[config.mk]
export PLATFORM = sky130hd
export DESIGN_NAME = fifo_read_ctrl
export DESIGN_NICKNAME = d
export VERILOG_FILES = /design/src/rtl/fifo_read_ctrl.sv
export SDC_FILE = /design/constraint.sdc
export NUM_CORES = 1
export LEC_CHECK = 0
export CAP_MARGIN = 20
export CORE_MARGIN = 2
export CORE_UTILIZATION = 51
export DETAILED_ROUTE_END_ITERATION = 8
export GPL_TIMING_DRIVEN = 0
export PLACE_DENSITY_LB_ADDON = 0.25
export SYNTH_ARGS = -nofsm -noshare
export SYNTH_HDL_FRONTEND = slang
export SYNTH_SLANG_ARGS = --single-unit
[constraint.sdc]
create_clock -name clk_r -period 4.4 [get_ports clk_r]
set_clock_uncertainty 0.2 [all_clocks]
set_input_delay 0.66 -clock clk_r [delete_from_list [all_inputs] [get_ports clk_r]]
set_output_delay 0.66 -clock clk_r [all_outputs]
set_load 0.02 [all_outputs]
[src/rtl/fifo_read_ctrl.sv]
// Read-side controller of the asynchronous FIFO: read pointer, write-pointer synchroniser,
// registered empty/almost-empty/count flags and a sticky underflow flag, all in clk_r.
module fifo_read_ctrl #(
  parameter int unsigned depth       = 8,
  parameter int unsigned adr_width   = $clog2(depth),
  parameter int unsigned SYNC_STAGES = 2,
  parameter int unsigned AE_THRESH   = 2
) (
  input  logic                 clk_r,
  input  logic                 reset,
  input  logic                 rd_en,
  input  logic [adr_width:0]   wr_ptr_gray,
  output logic                 read,
  output logic [adr_width-1:0] read_adr,
  output logic [adr_width:0]   rd_ptr_gray,
  output logic                 FIFO_empty,
  output logic                 almost_empty,
  output logic [adr_width:0]   rd_count,
  output logic                 underflow
);

  localparam int unsigned PW = adr_width + 1;
  localparam logic [PW-1:0] AeThresh = PW'(AE_THRESH);

  logic [PW-1:0] rbin_q, rbin_d, gray_d;
  logic [PW-1:0] wq_q [SYNC_STAGES];
  logic [PW-1:0] wq_s, wbin_s, count_d;
  logic          en;

  assign en       = rd_en & ~FIFO_empty;
  assign read     = en;
  assign read_adr = rbin_q[adr_width-1:0];
  assign wq_s     = wq_q[SYNC_STAGES-1];

  always_comb begin
    rbin_d = rbin_q + PW'(en);
    gray_d = rbin_d ^ (rbin_d >> 1);
    // Gray to binary: each bit is the XOR of all Gray bits at or above it.
    wbin_s = '0;
    for (int i = 0; i < int'(PW); i++) begin
      wbin_s[i] = ^(wq_s >> i);
    end
    count_d = wbin_s - rbin_d;
  end

  // Plain flop chain; wr_ptr_gray lands directly in the first stage.
  always_ff @(posedge clk_r) begin
    if (reset) begin
      for (int i = 0; i < int'(SYNC_STAGES); i++) begin
        wq_q[i] <= '0;
      end
    end else begin
      wq_q[0] <= wr_ptr_gray;
      for (int i = 1; i < int'(SYNC_STAGES); i++) begin
        wq_q[i] <= wq_q[i-1];
      end
    end
  end

  always_ff @(posedge clk_r) begin
    if (reset) begin
      rbin_q       <= '0;
      rd_ptr_gray  <= '0;
      FIFO_empty   <= 1'b1;
      almost_empty <= 1'b1;
      rd_count     <= '0;
      underflow    <= 1'b0;
    end else begin
      rbin_q       <= rbin_d;
      rd_ptr_gray  <= gray_d;
      FIFO_empty   <= (gray_d == wq_s);
      almost_empty <= (count_d <= AeThresh);
      rd_count     <= count_d;
      underflow    <= underflow | (rd_en & FIFO_empty);
    end
  end

endmodule
## Word level (Yosys, flattened, before mapping)

Memories as Yosys holds them, arrays and structs flattened.
Cells that the tools add are included.

- Bits in registers: 15
- Memory bits (writable): 8
- Input bits: 7
- Word-level logic and storage cells: 27
- Memories: 1

Memory list:

| name | words | width | rd ports | clocked after memory_dff | write ports | RTL line | text |
|---|---|---|---|---|---|---|---|
| wq_q | 2 | 4 | 2 | 0 | 2 | 26 | `logic [PW-1:0] wq_q [SYNC_STAGES];` |

- $add $sub $neg: 2
- $lt $le $gt $ge: 1
- Equal/unequal tests: 1
- Multiplexer cells: 5
- Bitwise gates (word level): 7
- Reductions and logical operators: 4

Operator list:

| operator | count |
|---|---|
| parity 4 bit | 4 |
| 2-to-1 mux 4 bit | 2 |
| adder 4 x 1 -> 4 bit | 1 |
| == test 4 bit | 1 |
| less-or-equal comparator 4 x 2 -> 1 bit, second input constant | 1 |
| subtractor 4 bit | 1 |
| bitwise XOR 4 x 3 -> 4 bit | 1 |
| 2-to-1 mux 1 bit | 3 |
| bitwise OR 1 bit | 3 |
| bitwise AND 1 bit | 2 |
| NOT 1 bit | 1 |

## Depth between registers and ports, before layout

Gate-level depths: netlist (run 1).

- Word-level depth: 5
- Gate-level depth with buffers: 10
- Mapped depth without buffers: 10

## Worst setup path before layout (run 1)

No wires, ideal clock.

- Kind: input-to-reg
- Start point: in rd_en
- End point: reg almost_empty
- Arrival time: 2.830 ns
- Data required time: 4.121 ns
- Slack: 1.291 ns
- Cell stages on the path: 10
- Buffers on the path: 0
- Cell sequence: nor2b_1 -> ha_1 -> ha_1 -> xnor2_4 -> ha_1 -> nor2b_1 -> a311oi_2 -> a31o_2 -> a21oi_2 -> a211oi_2

- Longest elaborated chain between the ends: 4

Ends and longest elaborated chain:

| element | RTL line | text |
|---|---|---|
| from (decl) | 11 | `input logic rd_en,` |
| bitwise AND 1 bit | 30 | `assign en = rd_en & ~FIFO_empty;` |
| adder 4 x 1 -> 4 bit | 36 | `rbin_d = rbin_q + PW'(en);` |
| subtractor 4 bit | 43 | `count_d = wbin_s - rbin_d;` |
| less-or-equal comparator 4 x 2 -> 1 bit | 72 | `almost_empty <= (count_d <= AeThresh);` |
| to (signal assigned) | 72 |  |
| to (decl) | 17 | `output logic almost_empty,` |

Every way passes these cells.
A chain may end at the register's enable or synchronous reset.

## Final worst setup path (run 1)

Same ends and word-level chain as after synthesis.

==> impl_results.rst, run 1 <==
.. list-table::
   :header-rows: 1

   * - Metric
     - Value
   * - Result of the run
     - complete, no violations
   * - Cells along the critical path
     - clkdlybuf4s50_1 > nor2b_1 > ha_1 > ha_1 > xnor2_4 > ha_1 > nor2b_1 > a311oi_2 > a31o_2 > a21oi_2 > a211oi_2
   * - Critical path's largest stage delay
     - 420 ps
   * - Setup repair after global routing missed its margin
     - false
   * - Placeable Area
     - 1750 um2
   * - Final core utilization
     - 0.713
   * - Inserted Diodes
     - 0
   * - Warning count from the yosys run
     - 0
   * - Max-slew headroom
     - 0.673
   * - Final critical path time including I/O delays and setup
     - 3160 ps
   * - Setup Buffers After CTS
     - 0
   * - Bufs on Longest Clock Path
     - 2
   * - Source of the worst register-to-register timing path
     - FIFO_empty
   * - Most instantiated cells after synthesis
     - 22 x sky130_fd_sc_hd__dfxtp_1, 13 x sky130_fd_sc_hd__nor2b_1, 6 x sky130_fd_sc_hd__nor2_1
   * - Y dimension of the die
     - 47.2 um
   * - Aggregate negative setup slack
     - 0 ps
   * - Critical path startpoint category
     - input port
   * - Total GRT Usage
     - 0.175
   * - Number of top-level pins
     - 22
   * - Hold path startpoint
     - wq_q[0][2]
   * - CTS Buf Count
     - 3
   * - Measured slew at the worst slew-check pin
     - 490 ps
   * - Class of the tightest hold or removal check
     - flip-flop to flip-flop
   * - Number of maximum-capacitance constraint violations
     - 0
   * - H-tree lvl count
     - 1
   * - Sequential fraction of the synthesis area
     - 0.464
   * - Most area-hungry cell type in the Yosys netlist
     - sky130_fd_sc_hd__dfxtp_1
   * - Largest family of logic cells by synthesized area
     - simple AND/OR/NAND/NOR gates
   * - Initial antenna violation count
     - 0
   * - XOR/XNOR Fraction of Synth Area
     - 0.169
   * - Most used flip-flop cell after synthesis
     - sky130_fd_sc_hd__dfxtp_1
   * - CP Capture Type
     - flip-flop
   * - Hold Worst Slack
     - 252 ps
   * - Core Rows
     - 15
   * - Length in cells of the worst reg-to-reg path
     - 10
   * - Latest clock arrival within the worst-skew pair
     - 300 ps
   * - Clock Sink Count
     - 22
   * - Area share of the leading cell type in the synthesized netlist
     - 0.464
   * - Number of resized instances in the post-cts repair step
     - 0
   * - Adder-Cell Fraction of Synth Area
     - 0.0659
   * - Mapped Avg Cell Area
     - 10.8 um2
   * - Endpoint, Worst Hold
     - wq_q[0][6]
   * - Most frequent cell after synthesis
     - sky130_fd_sc_hd__dfxtp_1
   * - Wire length after detailed routing
     - 1.61 mm
   * - Detail-routed via count per cell
     - 4.84
   * - Net count of the mapped netlist
     - 100
   * - Routed Antenna Nets
     - 0
   * - Clock tree from TritonCTS
     - done
   * - Required @ worst endpoint
     - 4430 ps
   * - Hold buffer count at cts
     - 0
   * - Die area
     - 2220 um2
   * - Final Hold Fails
     - 0
   * - Type of the setup path with the least slack
     - input port to flip-flop
   * - Maximum number of pins on one net before global-route repair
     - 14
   * - DPL Wire Length
     - 1.23 mm
   * - Initial cell density of the core
     - 0.544
   * - Final count of pins violating max slew
     - 0
   * - Synth Register Bits
     - 22
   * - Total number of nets in the final design
     - 126
   * - Critical Path Most Common Cell
     - sky130_fd_sc_hd__ha_1
   * - # fillers
     - 138
   * - Netlist area before placement
     - 950 um2
   * - Routability Congestion
     - 0.756
   * - Static Leak
     - 0.501 nW
   * - Syn-to-layout area delta
     - 31.0%
   * - FF-to-FF setup slack
     - 1720 ps
   * - Number of distinct library cells after synthesis
     - 28
   * - DIE WIDTH
     - 47.2 um
   * - Number of global-route vias before repair
     - 625
   * - First-pass GRT wire length
     - 2.70 mm
   * - IR Drop Worst-Case VDD
     - 0.386 mV
   * - Critical path fanouts, max
     - 7
   * - Simple-Gate Fraction of Synth Area
     - 0.199
   * - First-pass DRT Iterations
     - 2
   * - Number of enable-type register cells in the synthesized netlist
     - 0
   * - Top post-synthesis cells by area
     - sky130_fd_sc_hd__dfxtp_1 46%, sky130_fd_sc_hd__nor2b_1 8.6%, sky130_fd_sc_hd__ha_1 6.6%
   * - Instance count of the mapped netlist
     - 88
   * - Remaining routing DRC violations
     - 0
   * - Total via count in the routed design
     - 668
   * - CTS clock-pin slew for the worst setup and hold paths
     - 120 ps
   * - Total grt overflow
     - 0
   * - CP Data Arrival Time
     - 3200 ps
   * - Crit Reg-Reg Endpoint
     - almost_empty
   * - Fraction of the cycle the final worst path needs
     - 0.719
   * - Number of DRC violations after detailed-routing iteration 0
     - 13
   * - Fraction of final layout cells with drive strength greater than 1
     - 0.115
   * - Clock tree root buffer cell
     - sky130_fd_sc_hd__clkbuf_4
   * - Asr flop ratio synth
     - 0
   * - Final setup violation count
     - 0
   * - Proportion of synthesized area in mux cells
     - 0
   * - Highest clock rate
     - 316 MHz
   * - Buffers on Ports
     - 21
   * - Number of stages on the worst hold path
     - 1
   * - Power per Cell Area
     - 399 nW/um2
   * - CP max stage cell
     - sky130_fd_sc_hd__clkdlybuf4s50_1
   * - Compound-Gate Fraction of Synth Area
     - 0.0777
   * - Drt wl/cell
     - 11.7 um
## critical path: cells and delay by family
| kind | cells | cell delay (ps) |
|---|---|---|
| buffers and inverters | 1 | 420 |
| AO/OA/AOI/OAI | 4 | 760 |
| XOR/XNOR | 1 | 270 |
| AND/OR/NAND/NOR | 2 | 310 |
| adder cells (fa/ha/maj) | 3 | 780 |
## power by group
| part | leakage, nW | total (mW) | switching [mW] | internal (mW) |
|---|---|---|---|---|
| combinational | 0.292 | 0.120 | 0.0591 | 0.0607 |
| clock | 0.0279 | 0.153 | 0.0606 | 0.0921 |
| sequential | 0.181 | 0.223 | 0.00663 | 0.217 |
## cell type report
type                            count  area (um2)  share of cell area
Clock inverter                      1        30.0              0.0241
Tap cell                           25        31.3              0.0252
Sequential cell                    22         440               0.354
Multi-Input combinational cell     60         485               0.390
Buffer                              3        12.5              0.0101
Inverter                            3        11.3             0.00905
Clock buffer                        3        22.5              0.0181
Timing Repair Buffer               21         210               0.169
## cell usage in the layout (no fill, tap or decap), drive strengths merged, types with 2 or more instances in the layout
| cell type | instances |
|---|---|
| inv | 3 |
| xor2 | 5 |
| ha | 5 |
| clkdlybuf4s50 | 21 |
| nor2 | 7 |
| dfxtp | 22 |
| nand4 | 2 |
| nor2b | 13 |
| nand3 | 3 |
| a21oi | 3 |
| xnor3 | 2 |
| clkbuf | 5 |
| xnor2 | 6 |
| nand2 | 3 |
## sequential cells by signal (all words and copies together), names as in the netlist
register / count
rd_ptr_gray: 4
underflow: 1
rbin_q: 3
wq_q: 8
FIFO_empty: 1
rd_count: 4
almost_empty: 1
## cell families after synthesis
kind of cell | Yosys count
compound gates | 8
xor+xnor | 13
fa+ha+maj | 5
buf+inv | 6
flops | 22
simple gates | 34
## metrics by stage
stage	power (mW)	cells	area (um2)	worst slack [ps]
3_3_place_gp	0.343	134	1190	962
4_1_cts	0.499	138	1240	1230
5_1_grt	0.519	138	1240	1110
2_1_floorplan	0.302	88	950	1290
6_report	0.496	138	1240	1240
3_5_place_dp	0.347	134	1190	909
## metal layers
layer / part of all wire / track usage / up-vias
li1: - / - / 343
met4: 0.0081 / 0.0833 / 0
met2: 0.50 / 0.288 / 12
met5: 0 / 0 / -
met3: 0.027 / 0.0231 / 2
met1: 0.47 / 0.227 / 311
## worst max-delay path by stage
stage	startpoint	to	slack [ps]
global route	rd_en	almost_empty	1110
floorplan	rd_en	almost_empty	1290
detailed placement	rd_en	almost_empty	910
finish	rd_en	almost_empty	1240
global placement	rd_en	almost_empty	960
CTS	rd_en	almost_empty	1230
No activity file was read; power rests on OpenSTA's default activity.
==> run 2, diff against run 1 <==
--- a/config.mk
+++ b/config.mk
@@ -7,7 +7,7 @@
 export LEC_CHECK = 0
 export CAP_MARGIN = 20
 export CORE_MARGIN = 2
-export CORE_UTILIZATION = 51
+export CORE_UTILIZATION = 47
 export DETAILED_ROUTE_END_ITERATION = 8
 export GPL_TIMING_DRIVEN = 0
 export PLACE_DENSITY_LB_ADDON = 0.25
==> constraint.sdc (replaced) <==
create_clock -name clk_r -period 3.3 [get_ports clk_r]
set_clock_uncertainty 0.2 [all_clocks]
set_input_delay 0.495 -clock clk_r [delete_from_list [all_inputs] [get_ports clk_r]]
set_output_delay 0.495 -clock clk_r [all_outputs]
set_load 0.02 [all_outputs]
==> impl_results.rst, run 2 (synthesis results as in run 1) <==
.. list-table::
   :header-rows: 1

   * - Metric
     - Value
   * - Result of the run
     - complete, no violations
   * - CP Capture Type
     - flip-flop
   * - Detail-routed via count per cell
     - 4.81
   * - Number of maximum-capacitance constraint violations
     - 0
   * - Most frequent cells in the layout
     - 22 x sky130_fd_sc_hd__dfxtp_1, 21 x sky130_fd_sc_hd__clkdlybuf4s50_1, 13 x sky130_fd_sc_hd__nor2b_1
   * - Crit Reg-Reg Endpoint
     - almost_empty
   * - FF-to-FF setup slack
     - 590 ps
   * - Class of the tightest hold or removal check
     - flip-flop to flip-flop
   * - Setup Buffers After CTS
     - 0
   * - Maximum number of pins on one net before global-route repair
     - 13
   * - Power per Cell Area
     - 488 nW/um2
   * - Routability Congestion
     - 0.754
   * - Static Leak
     - 0.494 nW
   * - Critical Path Most Common Cell
     - sky130_fd_sc_hd__ha_1
   * - Total GRT Usage
     - 0.150
   * - Fraction of the cycle the final worst path needs
     - 0.921
   * - Clock tree from TritonCTS
     - done
   * - Hold path startpoint
     - wq_q[0][2]
   * - Syn-to-layout area delta
     - 29.5%
   * - Fraction of final layout cells with drive strength greater than 1
     - 0.115
   * - Source of the worst register-to-register timing path
     - FIFO_empty
   * - Hold buffer count at cts
     - 0
   * - Number of resized instances in the post-cts repair step
     - 0
   * - Length in cells of the worst reg-to-reg path
     - 10
   * - CP bufs+invs
     - 1
   * - DP Area
     - 1190 um2
   * - Clock tree root buffer cell
     - sky130_fd_sc_hd__clkbuf_4
   * - Initial cell density of the core
     - 0.489
   * - Combinational share of power
     - 0.263
   * - Switching power
     - 164 uW
   * - Final count of pins violating max slew
     - 0
   * - Final setup violation count
     - 0
   * - Total number of nets in the final design
     - 126
   * - Highest clock rate
     - 329 MHz
   * - # fillers
     - 167
   * - Initial antenna violation count
     - 0
   * - Clock Sink Count
     - 22
   * - Post-route cell area
     - 1230 um2
   * - Required @ worst endpoint
     - 3330 ps
   * - H-tree lvl count
     - 1
   * - Critical path fanouts, max
     - 7
   * - Type of the setup path with the least slack
     - input port to flip-flop
   * - Total via count in the routed design
     - 674
   * - Kind of cell with the highest combined delay on the critical path
     - adder cells
   * - Start point of the critical path
     - rd_en
   * - CTS Buf Count
     - 3
   * - Measured slew at the worst slew-check pin
     - 438 ps
   * - Latest clock arrival within the worst-skew pair
     - 300 ps
   * - Critical path's largest stage delay
     - 470 ps
   * - Number of stages on the worst hold path
     - 1
   * - Core Rows
     - 16
   * - Final Total Pwr
     - 600 uW
   * - CP max stage cell
     - sky130_fd_sc_hd__clkdlybuf4s50_1
   * - DIE WIDTH
     - 49.0 um
   * - Inserted Diodes
     - 0
   * - Wire length after detailed routing
     - 1.53 mm
   * - Placeable Area
     - 1940 um2
   * - CTS clock-pin slew for the worst setup and hold paths
     - 120 ps
   * - Routed Antenna Nets
     - 0
   * - Buffers on Ports
     - 21
   * - Final critical path time including I/O delays and setup
     - 3040 ps
   * - First-pass DRT Iterations
     - 4
   * - Flip-flop count of the largest register, all copies and words added
     - 8
   * - CP Data Arrival Time
     - 3070 ps
   * - Register containing the most flip-flops in the final layout
     - wq_q
   * - Remaining routing DRC violations
     - 0
   * - Bufs on Longest Clock Path
     - 2
   * - Power share of the clock group
     - 0.240
   * - Number of global-route vias before repair
     - 673
   * - First-pass GRT wire length
     - 2.86 mm
   * - Cells along the critical path
     - clkdlybuf4s50_1 > nor2b_1 > ha_1 > ha_1 > xnor2_4 > ha_1 > nor2b_1 > a311oi_2 > a31o_2 > a21oi_2 > a211oi_2
   * - Die area
     - 2400 um2
   * - Setup repair after global routing missed its margin
     - false
   * - Drt wl/cell
     - 10.9 um
   * - Reg power frac
     - 0.496
   * - Registers with the most flip-flops
     - wq_q (8), rd_count (4), rd_ptr_gray (4)
   * - Endpoint, Worst Hold
     - wq_q[0][6]
   * - Y dimension of the die
     - 49.0 um
   * - DPL Wire Length
     - 1.21 mm
   * - Switching part of the total power
     - 0.273
   * - Most common cell after layout, fill and taps aside
     - sky130_fd_sc_hd__dfxtp_1
   * - Total grt overflow
     - 0
   * - Critical path startpoint category
     - input port
   * - Max-slew headroom
     - 0.708
   * - Final Hold Fails
     - 0
   * - Number of top-level pins
     - 22
   * - Design internal power
     - 437 uW
   * - Number of DRC violations after detailed-routing iteration 0
     - 4
   * - IR Drop Worst-Case VDD
     - 0.443 mV
run 2: cell types whose count changed in the layout (fill, tap and decap cells not counted), sizes merged:
cell    delta
clkbuf     +1
bufinv     -1
run 2: layout make-up:
cell class,count,area [um2],area share
multi-input cells,60,485,0.395
flip-flops and latches,22,440,0.358
well taps,27,33.8,0.0275
inverters,3,11.3,0.00916
clock buffers,4,36.3,0.0295
repair buffers,21,210,0.171
plain buffers,3,12.5,0.0102
run 2: power by group through the flow:
| stage | clock network [mW] | registers (mW) | logic, mW |
|---|---|---|---|
| after floorplan | 0 | 0.327 | 0.0753 |
| after global placement | 0 | 0.303 | 0.155 |
| after detailed placement | 0 | 0.304 | 0.159 |
| after CTS | 0.150 | 0.298 | 0.160 |
| after global routing | 0.164 | 0.301 | 0.171 |
| final | 0.144 | 0.298 | 0.158 |
run 2: worst max-delay path by stage:
stage / endpoint / slack [ps] / depth (start not counted)
CTS: almost_empty / 260 / 11
global route: almost_empty / 90 / 11
detailed placement: almost_empty / -40 / 11
global placement: almost_empty / 10 / 11
finish: almost_empty / 260 / 11
floorplan: almost_empty / 360 / 10
run 2: stage by stage:
stage | setup WS (ps) | utilization | cells | TNS [ps] | hold slack (ps)
floorplan | 356 | - | 88 | 0 | 214
global placement | 14.3 | 0.615 | 136 | 0 | 218
detailed placement | -42.6 | 0.615 | 136 | -42.6 | 224
CTS | 264 | 0.633 | 140 | 0 | 253
global route | 91.5 | 0.633 | 140 | 0 | 269
finish | 260 | 0.633 | 140 | 0 | 250
run 2: routing by layer:
| layer | vias up | track usage | part of all wire |
|---|---|---|---|
| li1 | 343 | - | - |
| met2 | 17 | 0.283 | 0.54 |
| met1 | 310 | 0.168 | 0.41 |
| met4 | 0 | 0.0571 | 0.012 |
| met3 | 4 | 0.0215 | 0.043 |
| met5 | - | 0 | 0 |
==> run 3, diff against run 2 <==
--- a/config.mk
+++ b/config.mk
@@ -11,6 +11,7 @@
 export DETAILED_ROUTE_END_ITERATION = 8
 export GPL_TIMING_DRIVEN = 0
 export PLACE_DENSITY_LB_ADDON = 0.25
+export SLEW_MARGIN = 20
 export SYNTH_ARGS = -nofsm -noshare
 export SYNTH_HDL_FRONTEND = slang
 export SYNTH_SLANG_ARGS = --single-unit
==> results of run 3 <==
The final DEF is identical to that of run 2; final timing and power are the same.
